[src/rtl/bitonic_sorter_pipelined.sv]
// bitonic_sorter_pipelined: parametrised bitonic sort network, pipelined with valid/ready and per-vector direction
// Optional BITONIC_SORTER_PIPELINED_INDEX_EN carries original input positions alongside keys and tie-breaks on them.
module bitonic_sorter_pipelined #(
  parameter int SINGLE_WAY_WIDTH_IN_BITS = 4,
  parameter int NUM_WAY = 16,
  parameter int COLS_PER_STAGE = 3
) (
  input  logic clk_in,
  input  logic reset_in,
  input  logic [SINGLE_WAY_WIDTH_IN_BITS*NUM_WAY-1:0] pre_sort_flatted_in,
  input  logic descend_in,
  input  logic in_valid_in,
  output logic in_ready_out,
  output logic [SINGLE_WAY_WIDTH_IN_BITS*NUM_WAY-1:0] post_sort_flatted_out,
`ifdef BITONIC_SORTER_PIPELINED_INDEX_EN
  output logic [NUM_WAY*$clog2(NUM_WAY)-1:0] sort_index_flatted_out,
`endif
  output logic out_valid_out,
  input  logic out_ready_in,
  output logic busy_out
);
  localparam int W = SINGLE_WAY_WIDTH_IN_BITS;
  localparam int N = NUM_WAY;
  localparam int K = $clog2(N);
  localparam int C = K * (K + 1) / 2;
  localparam int L = (C + COLS_PER_STAGE - 1) / COLS_PER_STAGE;
`ifdef BITONIC_SORTER_PIPELINED_INDEX_EN
  localparam int XW = K;
`else
  localparam int XW = 0;
`endif
  // element = {key, index}: comparing the whole element gives the index tie-break for free
  localparam int EW = W + XW;

  function automatic int col_p(input int c);
    int r;
    r = K;
    for (int p = K; p >= 1; p--) if (c < p * (p + 1) / 2) r = p;
    return r;
  endfunction

  logic [EW-1:0] in_elem [N];
  logic [EW-1:0] data_q [L][N];
  logic [EW-1:0] data_d [L][N];
  logic [L-1:0] valid_q, valid_d, desc_q, desc_d;
  logic advance;
  logic unused_desc;

  assign out_valid_out = valid_q[L-1];
  assign advance = !out_valid_out | out_ready_in;
  assign in_ready_out = advance;
  assign busy_out = |valid_q;
  assign unused_desc = desc_q[L-1];

  for (genvar i = 0; i < N; i++) begin : g_io
`ifdef BITONIC_SORTER_PIPELINED_INDEX_EN
    assign in_elem[i] = {pre_sort_flatted_in[i*W +: W], K'(i)};
    assign sort_index_flatted_out[i*K +: K] = data_q[L-1][i][K-1:0];
`else
    assign in_elem[i] = pre_sort_flatted_in[i*W +: W];
`endif
    assign post_sort_flatted_out[i*W +: W] = data_q[L-1][i][EW-1 -: W];
  end

  for (genvar c = 0; c < C; c++) begin : g_col
    localparam int P = col_p(c);
    localparam int S = P - 1 - (c - P * (P - 1) / 2);
    localparam int J = c / COLS_PER_STAGE;
    logic [EW-1:0] a [N];
    logic [EW-1:0] o [N];
    logic d;
    if (c % COLS_PER_STAGE != 0) begin : g_chain
      assign d = g_col[c-1].d;
      for (genvar i = 0; i < N; i++) begin : g_a
        assign a[i] = g_col[c-1].o[i];
      end
    end else if (J == 0) begin : g_first
      assign d = descend_in;
      for (genvar i = 0; i < N; i++) begin : g_a
        assign a[i] = in_elem[i];
      end
    end else begin : g_reg
      assign d = desc_q[J-1];
      for (genvar i = 0; i < N; i++) begin : g_a
        assign a[i] = data_q[J-1][i];
      end
    end
    for (genvar i = 0; i < N; i++) begin : g_pair
      if (((i >> S) & 1) == 0) begin : g_lo
        localparam int M = i + (1 << S);
        localparam bit ODD = ((i >> P) & 1) == 1;
        logic sw;
        // strict compare so equal elements stay put
        assign sw = (ODD ^ d) ? (a[i] < a[M]) : (a[i] > a[M]);
        assign o[i] = sw ? a[M] : a[i];
        assign o[M] = sw ? a[i] : a[M];
      end
    end
  end

  for (genvar j = 0; j < L; j++) begin : g_stage
    localparam int LC = ((j + 1) * COLS_PER_STAGE < C ? (j + 1) * COLS_PER_STAGE : C) - 1;
    assign desc_d[j] = g_col[LC].d;
    for (genvar i = 0; i < N; i++) begin : g_d
      assign data_d[j][i] = g_col[LC].o[i];
    end
    if (j == 0) begin : g_v0
      assign valid_d[j] = in_valid_in;
    end else begin : g_vn
      assign valid_d[j] = valid_q[j-1];
    end
  end

  always_ff @(posedge clk_in or posedge reset_in) begin
    if (reset_in) begin
      valid_q <= '0;
      desc_q <= '0;
      data_q <= '{default: '0};
    end else if (advance) begin
      valid_q <= valid_d;
      desc_q <= desc_d;
      data_q <= data_d;
    end
  end
endmodule
[config.mk]
export PLATFORM = sky130hd
export DESIGN_NAME = bitonic_sorter_pipelined
export DESIGN_NICKNAME = d
export VERILOG_FILES = /design/src/rtl/bitonic_sorter_pipelined.sv
export SDC_FILE = /design/constraint.sdc
export NUM_CORES = 2
export LEC_CHECK = 0
export ABC_AREA = 0
export BUFFER_PORTS_ARGS = -buffer_cell sky130_fd_sc_hd__buf_2
export CAP_MARGIN = 40
export CORE_UTILIZATION = 38
export DETAILED_ROUTE_END_ITERATION = 12
export GPL_TIMING_DRIVEN = 0
export MAX_ROUTING_LAYER = met4
export PLACE_DENSITY = 0.6
export RECOVER_POWER = 25
export SYNTH_ARGS = -nofsm -noshare
export SYNTH_HDL_FRONTEND = slang
export SYNTH_SLANG_ARGS = --single-unit
[constraint.sdc]
create_clock -name clk_in -period 7.3 [get_ports clk_in]
set_clock_uncertainty 0.15 [all_clocks]
set_input_delay 0.365 -clock clk_in [delete_from_list [all_inputs] [get_ports clk_in]]
set_output_delay 0.365 -clock clk_in [all_outputs]
set_load 0.02 [all_outputs]
After elaboration in Yosys (flattened, before gate mapping). Index checks and enable logic that the tools add are counted.

Register bits: 263. Latch bits: 0. RAM bits: 0. Memory bits (read-only): 0. Input port bits: 69. Output and inout bits: 67. Word-level logic and storage cells: 469. Memories: 0.

$add $sub $neg: 0. Multipliers: 0. Divide/modulo/power cells: 0. Order comparisons: 160. Equality and inequality tests: 0. Shift operators: 0. Mux-type cells: 240. Bitwise gates (word level): 1. Reductions and logical operators: 2.

Operator list (number): 2-to-1 mux 4 bit (160); greater-than comparator 4 bit (80); less-than comparator 4 bit (80); 2-to-1 mux 1 bit (80); OR reduction 4 bit (1); zero test 1 bit (1); OR 1 bit (1).

Longest topological paths before layout.
Depth in word-level cells: 9. Depth in mapped cells: 31.

Worst setup path after synthesis. OpenSTA, ideal clock, no wires.

Path kind: in2reg. Start point: input pre_sort_flatted_in[14]. End point: register data_q[241] (netlist name). Arrival: 5.631 ns. Required time: 7.074 ns. Slack: 1.443 ns. Stages on the path: 24. Cell sequence: inv_1 ha_1 o21ai_1 a21oi_1 o211a_1 o21bai_1 buf_1 mux2i_1 ha_1 a21oi_1 o32a_1 nor2_1 nor3_2 mux2_2 inv_1 ha_1 nor2b_1 o21ai_0 nand2b_1 a21oi_1 nor2_1 a21oi_1 mux2_2 o21ai_1.

Longest elaborated chain between the ends: 9. Elaborated cells between the ends (all ways): 17. Those cells by class: order compare (8); mux (9).

Ends and longest elaborated chain: from (decl) (line 10) `input logic [SINGLE_WAY_WIDTH_IN_BITS*NUM_WAY-1:0] pre_sort_flatted_in,`; less-than comparator 4 bit / greater-than comparator 4 bit (equally long branches) (line 94) `assign sw = (ODD ^ d) ? (a[i] < a[M]) : (a[i] > a[M]);`; 2-to-1 mux 1 bit (line 94); 2-to-1 mux 4 bit (on tied branches) (line 95, 96); greater-than comparator 4 bit / less-than comparator 4 bit (equally long branches) (line 94); 2-to-1 mux 1 bit (line 94); 2-to-1 mux 4 bit (line 96) `assign o[M] = sw ? a[i] : a[M];`; greater-than comparator 4 bit / less-than comparator 4 bit (equally long branches) (line 94); 2-to-1 mux 1 bit (line 94); 2-to-1 mux 4 bit (*) (line 96); to (signal assigned) (line 122) `data_q <= data_d;`; to (decl) (line 43) `logic [EW-1:0] data_q [L][N];`.

Mark *: on every way between the ends. The rest lies on a longest branch, timed or not. A chain may end at the register's enable or synchronous reset.

Worst setup path in the final report.
Start point: register desc_q[1]. End point: register data_q[97] (netlist name).

Longest elaborated chain between the ends: 8. Elaborated cells between the ends (all ways): 20. Those cells by class: order compare (6); mux (14).

Ends and longest elaborated chain: from (decl) (line 45) `logic [L-1:0] valid_q, valid_d, desc_q, desc_d;`; from (signal assigned) (line 121) `desc_q <= desc_d;`; 2-to-1 mux 1 bit (line 94); 2-to-1 mux 4 bit (line 95) `assign o[i] = sw ? a[M] : a[i];`; greater-than comparator 4 bit / less-than comparator 4 bit (equally long branches) (line 94); 2-to-1 mux 1 bit (line 94); 2-to-1 mux 4 bit (line 96); greater-than comparator 4 bit / less-than comparator 4 bit (equally long branches) (line 94); 2-to-1 mux 1 bit (line 94); 2-to-1 mux 4 bit (*) (line 96).

Marks and branches as above.

==> flow_summary.yaml <==
clocking:
  hold_buffers: 2
  insertion_delay_ps: 570
  clockRootBuffer: "clkbuf_16"
  cts.repair.resized: 0
  cts_tree: "yes"
  path_clk_slew_ps: 60
  cts_sinks: 263
  cts_buffer_depth: 3
  cts_setup_buffers: 0
  cts_made_buffers: 36
  h-tree-depth: 2
timing:
  worst_slack_ps: 358.4
  rsz0062_at_grt: "false"
  worst_pin_slew_ps: 2077
  hold_viol: 0
  setup-tns-final_ps: 0
  slew_headroom_pct: -38.48
  fin_crit_sh_pct: 95.09
  period_needed_ps: 6942
  slew_viol_final: 208
  final-setup-viol-count: 0
  max_freq_mhz: 144.1
floorplanning:
  rows: 98
  coreArea_um2: 71980
  start_util_pct: 38.67
  dieArea_um2: 74340
  io_pins: 136
  die_h_um: 272.7
  die_width_um: 272.7
placed_design:
  dp_hpwl_um: 77490
  gp_congestion: 1.010
  port_buffers: 134
  dp.cells: 4507
  dp_slack_ps: 365.6
synthesis:
  synth_edf_count: 0
  yosysUniqueCellTypes: 102
  ys_warn_count: 0
  syn-cell-area_um2: 27840
  syn_avg_cell_area_um2: 8.202
  yosysSeqAreaShare_pct: 23.64
  netlist_instances: 3394
  ys_ff_latch: 263
  netlist_top_cells_count: "inv_1 (337), nand2_1 (337), ha_1 (296)"
  synth-async-reset-ratio_pct: 100.0
  ys.flop_type: "dfrtp_1"
  synth.area.top_cells: "dfrtp_1 (24%), ha_1 (13%), mux2i_1 (8.1%)"
  yosys.area.top_type: "dfrtp_1"
  syn_nets: 3759
  synth_top_area_share_pct: 23.64
outcome:
  violations: "capacitance limit, slew limit"
  outcome: "complete, but fails checks"
grt:
  antenna_found_initial: 3
  grt_usage_pct: 26.10
  grt_pass1_wl_um: 146700
  first_global_vias: 24790
  grt_max_degree: 38
  grt-ovfl-total: 0
layout:
  n_fill_cell: 7288
  regArea_um2: 6581
  fin_cells: 4575
  insertedDiodeCount: 0
  final_nets: 3963
  finish.utilization_pct: 43.47
  synthToLayoutAreaGrowth_pct: 12.40
  layout-drive-gt1-share_pct: 13.99
  multi_input_area_um2: 18950
setup_path:
  cp_top_family: "compound AO/OA/AOI/OAI gates"
  cp_cell_sequence: "buf_2, clkbuf_1, clkbuf_1, a31oi_1, mux2i_1, inv_1, ha_1, nand2_1, or4_1, a21oi_2, a211oi_2, a22oi_1, o21ai_0, inv_1, ha_1, nor2b_1, o21ai_0, nand2b_1, a21oi_1, mux2i_1, or2_2, buf_1, o221ai_1"
  timing.rr.start: "desc_q[1]"
  cp_slowest_stage_delay_ps: 760
  endpoint_kind: "flop"
  rr_worst_depth: 23
  cp_max_fo: 10
  r2r_end: "data_q[97]"
  critPathBufInv: 6
  arrival_ps: 7200
  worstPathRequired_ps: 7560
  ff2ff_setup_slack_ps: 360
  crit_slowest_cell: "clkbuf_1"
  cp-start-kind: "flop"
  criticalPathCategory: "flop to flop"
routing:
  drc: 0
  final_antenna_net_count: 0
  vias: 26710
  drt-initial-drc-count: 2261
  routedWlPerCell_um: 20.77
  wl_um: 95040
  first_pass_iters: 5
  viasPerCell: 5.837
job:
  drv_cap: 6
min_path:
  worstHoldStart: "pre_sort_flatted_in[52]"
  min_path_cells: 5
  min_path_type: "primary input to flop"
  min_to: "data_q[196]"
cells in the final DEF (no fill, tap or decap), types with 16 or more instances in the layout:
| master | instances |
|---|---|
| o21ai_1 | 27 |
| o211ai_1 | 56 |
| mux2_2 | 118 |
| nand4_1 | 34 |
| nor2_1 | 229 |
| buf_4 | 67 |
| clkbuf_1 | 99 |
| a221o_1 | 43 |
| o21a_1 | 32 |
| a21o_1 | 26 |
| o31ai_1 | 40 |
| mux2i_1 | 225 |
| o21ai_0 | 205 |
| nor2b_1 | 37 |
| buf_1 | 16 |
| o211a_1 | 18 |
| o31a_1 | 17 |
| a32oi_1 | 23 |
| nand3_1 | 56 |
| o221ai_1 | 56 |
| nand2_1 | 337 |
| ha_1 | 296 |
| nor3_1 | 43 |
| a31oi_1 | 27 |
| buf_2 | 157 |
| o2111ai_1 | 20 |
| dfrtp_1 | 263 |
| a21oi_1 | 228 |
| o22ai_1 | 23 |
| a22oi_1 | 25 |
| inv_1 | 336 |
| and2_1 | 25 |
| or3_1 | 22 |
| nand2b_1 | 39 |
| clkbuf_16 | 37 |
worst max-delay path by stage:
stage | startpoint | to | slack [ps] | depth (start not counted)
final | desc_q[1] | data_q[97] | 360 | 23
after global routing | desc_q[1] | data_q[98] | 0.2 | 23
after CTS | desc_q[1] | data_q[97] | 530 | 23
after detailed placement | pre_sort_flatted_in[13] | data_q[241] | 370 | 25
after global placement | pre_sort_flatted_in[13] | data_q[255] | 390 | 25
after floorplan | pre_sort_flatted_in[14] | data_q[241] | 1440 | 24
registers in the layout, summed over array words and instances, names as in the netlist:
name	flops
data_q	192
post_sort_flatted_out	64
valid_q	4
desc_q	3
cell type report:
class | instances | area share (%)
buffer | 195 | 3.283
multi-input combinational | 2595 | 60.56
inverter | 341 | 4.103
clock inverter | 21 | 0.7958
sequential | 263 | 21.03
clock buffer | 44 | 3.107
timing repair buffer | 166 | 3.319
tap | 950 | 3.799
cell families (layout without fill, tap and decap cells):
logic type | Yosys count | count (layout) | share of synthesized area, %
compound gates | 1043 | 1043 | 26.19
simple gates | 895 | 895 | 14.87
buf+inv | 536 | 767 | 8.288
mux | 351 | 351 | 13.34
fa+ha+maj | 302 | 302 | 13.54
flops | 263 | 263 | 23.64
xor+xnor | 4 | 4 | 0.1258
tightest hold or removal path, cell delays in order:
cell and delay [ps]:
buf_2 100, a21oi_1 140, nand3_1 140, a32oi_1 100, o21ai_0 70
stage by stage:
step	hold slack (ps)	area, µm²
floorplan	295.0	27840
global placement	312.8	29700
detailed placement	281.2	30140
CTS	223.4	31380
global route	297.3	31290
finish	249.2	31290
routing by layer:
metal / global-route usage (%) / wire length (µm) / up-vias
met4: 9.063 / 3375 / 0
li1: - / - / 12920
met5: - / 0 / -
met1: 34.45 / 43460 / 12880
met3: 2.768 / 4831 / 141
met2: 41.33 / 43370 / 769
Power is not shown: default switching activity piles up to over one toggle a cycle in this logic, so the estimate is an artifact.
